$ cat config.mk
export PLATFORM = sky130hd
export DESIGN_NAME = sqrt_dp
export DESIGN_NICKNAME = d
export VERILOG_FILES = /design/src/rtl/sqrt_pkg.sv /design/src/rtl/sqrt_opmux.sv /design/src/rtl/sqrt_dp.sv
export SDC_FILE = /design/constraint.sdc
export NUM_CORES = 1
export LEC_CHECK = 0
export ABC_CLOCK_PERIOD_IN_PS = 4200
export CAP_MARGIN = 20
export CORE_ASPECT_RATIO = 2
export CORE_MARGIN = 3
export CORE_UTILIZATION = 45
export CTS_CLUSTER_SIZE = 25
export DETAILED_ROUTE_END_ITERATION = 8
export DONT_BUFFER_PORTS = 1
export SYNTH_ARGS = -nofsm -noshare
export SYNTH_HDL_FRONTEND = slang
export SYNTH_SLANG_ARGS = --single-unit
export TNS_END_PERCENT = 20
$ cat constraint.sdc
create_clock -name clk_i -period 4.2 [get_ports clk_i]
set_input_delay 0.63 -clock clk_i [delete_from_list [all_inputs] [get_ports clk_i]]
set_output_delay 0.63 -clock clk_i [all_outputs]
set_load 0.05 [all_outputs]
$ cat src/rtl/sqrt_pkg.sv
// Shared widths, B-operand select encodings and init values
// for the iterative integer square-root datapath.
package sqrt_pkg;

  localparam int SQ_XW = 8;
  localparam int SQ_SW = SQ_XW + 1;
  localparam int SQ_RW = SQ_XW / 2;

  localparam logic [1:0] SEL_D    = 2'b00;
  localparam logic [1:0] SEL_ONE  = 2'b01;
  localparam logic [1:0] SEL_TWO  = 2'b10;
  localparam logic [1:0] SEL_ZERO = 2'b11;

  localparam int S_INIT = 1;
  localparam int D_INIT = 0;

endpackage

$ cat src/rtl/sqrt_opmux.sv
// Operand selection: A picks S or D, B picks D or a
// small constant, both feeding the operand registers.
module sqrt_opmux
  import sqrt_pkg::*;
#(
  parameter int SW = SQ_SW
) (
  input  logic [SW-1:0] s_i,
  input  logic [SW-1:0] d_i,
  input  logic          mux_ctrl1_i,
  input  logic [1:0]    mux_ctrl2_i,
  output logic [SW-1:0] a_o,
  output logic [SW-1:0] b_o
);

  always_comb begin
    a_o = mux_ctrl1_i ? d_i : s_i;
  end

  always_comb begin
    b_o = '0;
    unique case (mux_ctrl2_i)
      SEL_D:    b_o = d_i;
      SEL_ONE:  b_o = SW'(1);
      SEL_TWO:  b_o = SW'(2);
      SEL_ZERO: b_o = '0;
      default:  b_o = '0;
    endcase
  end

endmodule

$ cat src/rtl/sqrt_dp.sv
// Square-root datapath: S/D accumulators, operand regs,
// shared adder, latched operand and sticky result.
module sqrt_dp
  import sqrt_pkg::*;
#(
  parameter int XW = SQ_XW,
  parameter int SW = XW + 1,
  parameter int RW = XW / 2
) (
  input  logic          clk_i,
  input  logic          rst_i,
  input  logic [XW-1:0] x_i,
  input  logic          restart_flag_i,
  input  logic          mux_ctrl1_i,
  input  logic [1:0]    mux_ctrl2_i,
  input  logic          op_en_i,
  input  logic          d_en_i,
  input  logic          s_en_i,
  input  logic          r_en_i,
  output logic [SW-1:0] s_o,
  output logic [XW-1:0] x_o,
  output logic [RW-1:0] r_o,
  output logic          r_valid_o
);

  logic [SW-1:0] s_q, d_q, a_q, b_q;
  logic [SW-1:0] a_d, b_d, sum;
  logic [XW-1:0] x_q;
  logic [RW-1:0] r_q;
  logic          rv_q;

  sqrt_opmux #(.SW(SW)) u_opmux (
    .s_i         (s_q),
    .d_i         (d_q),
    .mux_ctrl1_i (mux_ctrl1_i),
    .mux_ctrl2_i (mux_ctrl2_i),
    .a_o         (a_d),
    .b_o         (b_d)
  );

  // Carry-out dropped: legal sequences stay within SW bits.
  assign sum = a_q + b_q;

  always_ff @(posedge clk_i or posedge rst_i) begin
    if (rst_i) begin
      s_q  <= SW'(S_INIT);
      d_q  <= SW'(D_INIT);
      a_q  <= '0;
      b_q  <= '0;
      x_q  <= '0;
      r_q  <= '0;
      rv_q <= 1'b0;
    end else if (restart_flag_i) begin
      s_q  <= SW'(S_INIT);
      d_q  <= SW'(D_INIT);
      a_q  <= '0;
      b_q  <= '0;
      x_q  <= x_i;
      rv_q <= 1'b0;
    end else begin
      if (op_en_i) begin
        a_q <= a_d;
        b_q <= b_d;
      end
      if (d_en_i) d_q <= sum;
      if (s_en_i) s_q <= sum;
      if (r_en_i) begin
        r_q  <= d_q[RW:1];
        rv_q <= 1'b1;
      end
    end
  end

  assign s_o       = s_q;
  assign x_o       = x_q;
  assign r_o       = r_q;
  assign r_valid_o = rv_q;

endmodule
==> results of run 1 <==
## path summary, 6_finish.rpt
path                                     start      to  slack, ps
worst max-delay path                    a_q[0]  s_o[8]       2130
worst min-delay path                     rst_i  x_o[1]        100
worst max register to register          a_q[0]  s_o[8]       2130
worst min register to register          b_q[0]  b_q[0]        540
max in group asynchronous                rst_i  b_q[4]       3630
min in group clk_i              restart_flag_i  b_q[0]        380
## routing by layer
| metal | global-route usage [%] | routed length, um | up-vias |
|---|---|---|---|
| li1 | - | - | 832 |
| met1 | 21.5 | 2170 | 862 |
| met4 | 5.90 | 90 | 0 |
| met2 | 32.3 | 3070 | 32 |
| met5 | 0 | 0 | - |
| met3 | 3.25 | 206 | 6 |
## area by class of cell
class / instances / share of cell area (%)
Clock buffer: 6 / 2.75
Sequential cell: 49 / 46.5
Clock inverter: 2 / 0.569
Multi-Input combinational cell: 170 / 46.3
Timing Repair Buffer: 1 / 0.759
Inverter: 2 / 0.284
Tap cell: 60 / 2.84
## worst reg2reg max path, cell delays in order, from the launching register on
cell and delay (ps):
dfrtp_1 390, ha_1 240, fa_1 440, a211oi_2 300, o211ai_2 150, and4_1 220, nor4_1 240
## registers in the layout, indices dropped and copies added, names as in the netlist
register,flops
a_q,9
b_q,9
d_q,9
r_o,4
r_valid_o,1
s_o,9
x_o,8
## cell families (layout without fill, tap and decap cells)
| group | Yosys count | after routing | synth area share [%] |
|---|---|---|---|
| xor gates and xnor gates | 5 | 5 | 1.74 |
| and+or+nand+nor | 79 | 79 | 16.6 |
| buffers and inverters | 17 | 11 | 2.78 |
| DFF | 49 | 49 | 48.7 |
| adders and majority gates | 9 | 9 | 4.77 |
| muxes | 26 | 26 | 10.9 |
| AOI/OAI and AO/OA | 51 | 51 | 14.5 |
## cell usage after synthesis (2+ instances only)
library cell,n,area share (%)
buf_2,5,0.99
a211o_1,3,1.0
a31oi_1,2,0.50
inv_1,2,0.30
nor3b_1,2,0.60
nand3_1,11,2.2
mux2i_1,14,5.6
nor2b_1,3,0.75
o21ai_0,4,0.79
a211oi_1,11,3.3
o221ai_2,2,1.2
o22ai_1,4,0.99
nor2_1,29,4.3
nor4_1,2,0.50
a21o_1,3,0.89
mux2_2,12,5.4
nand2b_1,18,4.5
buf_1,3,0.45
and4bb_2,2,0.99
nand4_1,4,0.99
a21oi_1,16,3.2
xnor2_1,4,1.4
ha_1,8,4.0
and4_1,2,0.70
dfrtp_1,48,48
clkbuf_1,7,1.0
nand2_1,5,0.75
## report_power, final
part           switching [W]  internal [W]
registers          0.0000767      0.000497
logic              0.0000391     0.0000407
clock network       0.000164      0.000118
## stage by stage
step	instance area [sq um]	utilization, %
5_1_grt	2640	48.7
4_1_cts	2620	48.3
2_1_floorplan	2520	-
3_5_place_dp	2530	46.7
3_3_place_gp	2530	46.7
6_report	2640	48.7
==> results.toml, run 1 <==
[place]
dp_slack_ps = 2180
gp_congestion = 0.785
numPortBuffers = 0
placedCellCount = 281
dpl.hpwl_um = 3710

[run_status]
outcome = "complete, no violations"

[synth]
synth_cell_type_count = 37
netlist_area_sq_um = 2520
ys_seq_elements = 49
ys_seq_area_share_pct = 48.7
syn_avg_cell_area_sq_um = 10.7
syn_inst = 236
ys.flop_type = "dfrtp_1"
synth_edf_count = 0
synth_nets = 263
synth.yosys.warnings = 0
async_reset_ff_share_pct = 100

[floorplanning]
start_util_pct = 46.5
die_x_um = 58.9
fp.dieH_um = 112
coreArea_sq_um = 5420
die_area_sq_um = 6590
rows = 38
io_pins = 40

[worst_setup_path]
worstSetupStartpointType = "flop"
path_delay_family = "adder cells"
worstPathRequired_ps = 4410
crit_slowest_cell = "fa_1"
cp_num_cells = 6
cp.buffers_inverters = 0
endpoint_kind = "flop"
worstRegToRegCells = 6
path_class = "reg -> reg"
slowest_delay_ps = 440
cp.arrival_ps = 2280
worstPathMaxFanout = 4
crit_path_cell_trace = "ha_1, fa_1, a211oi_2, o211ai_2, and4_1, nor4_1"

[sta]
setup_ws_ps = 2130
setup_tns_ps = 0
period_needed_ps = 2070
final-hold-violation-count = 0
max_freq_mhz = 482
timing.hold.ws_ps = 99.7
finalCritPeriodShare_pct = 49.4
rsz0062_at_grt = "no"
setup_viol = 0
fin_skew_ps = 2.61
report.final.slew_viol_count = 0
relSlewSlack_pct = 48.4
tightest_slew_ps = 772

[min_path]
hp-class = "in -> async"

[pwr]
peakVddDrop_uv = 292
total_power_w = 0.000935
power.leakage_nw = 1.19
p_per_area_nw_per_um2 = 354

[clocking]
cts_root_buf = "clkbuf_8"
numCtsBuffers = 5
post-cts-setup-buffer-count = 0
cts_tree = "done"
hold_buffers = 0
cts.sinks = 49
cts-resized-gates = 0
path_clk_slew_ps = 90
htree_levels = 2
clkLatencyLatePin_ps = 300
clk_path_buf_depth = 2

[grt]
antenna_found_initial = 0
grt_pass1_vias = 1794
grt_pass1_wl_um = 9160
overflow = 0
grt.total_usage_pct = 18.3
grt_max_degree = 54

[final_layout]
layout_commonest_cell = "dfrtp_1"
nFillCells = 534
diodes = 0
multi_input_area_sq_um = 1220
instances_no_fill = 290
layout-drive-gt1-share_pct = 13.5
final_cell_mix = "48 x dfrtp_1, 29 x nor2_1, 18 x nand2b_1, 16 x a21oi_1, 14 x mux2i_1"
layout.nets = 256
syn2layout_area_growth_pct = 4.77
ff_latch_area_sq_um = 1230

[detailed_routing]
dr.first_iter.drc_count = 43
wirelength_um = 5540
wl_per_cell_um = 19.1
ant_nets = 0
drc_errors = 0
vias = 1732
vias_per_cell = 5.97
drt_pass1_iterations = 4

[run]
max_cap_viol_count = 0
(Power assumes the default switching activity.)
==> run 2, diff against run 1 <==
- ABC_CLOCK_PERIOD_IN_PS: 4200 -> 1800
- clock period: 4.2 -> 1.8 ns (I/O delays scaled with it)
==> run 2 against run 1 <==
- the run now ends with setup timing left
- register-to-register slack got worse by 2200 ps
- clock skew increased by 8.3 ps
- first-iteration DRC count decreased by 9.3%
- sequential power increased by 130%
- sequential share of layout area decreased by 1.9 points
- global-route usage decreased by 0.36 points
- non-clock buffer count increased by 11
- cell area increased by 4.2%
- die area unchanged
- critical endpoint unchanged
- highest routed layer unchanged
==> results.toml, run 2 (same netlist as run 1, synthesis figures left out) <==
[sta]
relSlewSlack_pct = 65.9
rsz0062_at_grt = "yes"
fin_skew_ps = 10.9
report.final.slew_viol_count = 0
final-hold-violation-count = 0
max_freq_mhz = 526
finalCritPeriodShare_pct = 106
setup_viol = 6
timing.hold.ws_ps = 19.2
tightest_slew_ps = 511
period_needed_ps = 1900
setup_ws_ps = -101

[place]
placedCellCount = 292
dpl.hpwl_um = 3840
place_area_sq_um = 2630
numPortBuffers = 0
gp_congestion = 0.847

[run]
max_cap_viol_count = 0

[pwr]
power.leakage_nw = 1.26
peakVddDrop_uv = 498
p_per_area_nw_per_um2 = 815

[final_layout]
diodes = 0
syn2layout_area_growth_pct = 9.14
post-route-util_pct = 50.7
layout_commonest_cell = "dfrtp_1"
stdcell_area_sq_um = 2750
final_cell_mix = "48 x dfrtp_1, 29 x nor2_1, 18 x nand2b_1, 15 x a21oi_1, 14 x mux2i_1"
nFillCells = 529
instances_no_fill = 301
layout-drive-gt1-share_pct = 19.1
layout.nets = 267

[worst_setup_path]
cp.buffers_inverters = 1
r2r-start = "b_q[0]"
reg2reg_to = "s_o[8]"
slowest_delay_ps = 400
cp_num_cells = 7
path_delay_family = "compound AO/OA/AOI/OAI gates"
crit_path_cell_trace = "ha_2, fa_2, a211oi_2, o211ai_2, buf_4, a21oi_1, nor4_2"
worstPathRequired_ps = 2010
worstRegToRegCells = 7
worstSetupEndpoint = "s_o[8]"
cp.arrival_ps = 2110
crit_start = "b_q[0]"
worstSetupStartpointType = "flop"
ff2ff_setup_slack_ps = -100
crit_slowest_cell = "dfrtp_1"
path_class = "reg -> reg"
worstPathMaxFanout = 3
endpoint_kind = "flop"

[grt]
grt.total_usage_pct = 17.9
overflow = 0
antenna_found_initial = 0
grt_pass1_wl_um = 8890
grt_max_degree = 54
grt_pass1_vias = 1794

[clocking]
clkLatencyLatePin_ps = 310
cts.sinks = 49
path_clk_slew_ps = 100
hold_buffers = 1
htree_levels = 2
clk_path_buf_depth = 2
cts_tree = "done"
cts_root_buf = "clkbuf_8"
numCtsBuffers = 5

[detailed_routing]
wl_per_cell_um = 18.2
drc_errors = 0
vias_per_cell = 5.81
vias = 1750
wirelength_um = 5480
drt_pass1_iterations = 4
ant_nets = 0
dr.first_iter.drc_count = 39

[floorplanning]
coreArea_sq_um = 5420
rows = 38
die_area_sq_um = 6590
io_pins = 40
die_x_um = 58.9
start_util_pct = 46.5
fp.dieH_um = 112

[run_status]
outcome = "finished, violations left"
violations = "setup timing"

[min_path]
min_from = "restart_flag_i"
hp-class = "in -> reg"
run 2: cell type report:
class | instances | area [sq um] | area share [%]
clock buffer | 5 | 68.8 | 2.50
clock inverter | 3 | 28.8 | 1.05
inverter | 2 | 7.51 | 0.273
multi-input combinational | 170 | 1240 | 45.0
sequential | 49 | 1230 | 44.7
tap | 60 | 75.1 | 2.73
timing repair buffer | 12 | 105 | 3.82
run 2: repair_timing:
action,4_1_cts,5_1_grt
buffers inserted,0,0
endpoints found under the setup margin,6,8
pin swaps,3,7
endpoints found under the hold margin,48,1
resized for setup,0,3
run 2: per-stage QoR:
step / TNS [ps] / setup slack [ps] / power, W
3_5_place_dp: -257 / -75.0 / 0.00157
6_report: -292 / -101 / 0.00224
4_1_cts: -378 / -95.8 / 0.00226
5_1_grt: -969 / -201 / 0.00234
3_3_place_gp: -127 / -36.5 / 0.00156
2_1_floorplan: -1.90 / -1.90 / 0.00154
run 2: metal layers:
layer	share of wire (%)	vias to the layer above	track usage, %
met5	0	-	0
met4	2.6	0	8.93
met3	4.2	10	3.02
met2	56	42	31.3
met1	38	842	20.0
li1	-	856	-
run 2: power by group:
group | internal, W | total, W | switching (W)
sequential | 0.00116 | 0.00133 | 0.000167
combinational | 0.000109 | 0.000216 | 0.000107
clock | 0.000291 | 0.000698 | 0.000407
total | 0.00156 | 0.00224 | 0.000681
run 2: worst min-delay path by stage:
stage               slack, ps   endpoint  depth (start not counted)
floorplan                 400  r_valid_o                          2
global placement          220     d_q[0]                          2
detailed placement        220     d_q[0]                          2
CTS                         3     b_q[2]                          1
global route               -6     s_o[2]                          1
finish                     20     s_o[2]                          1
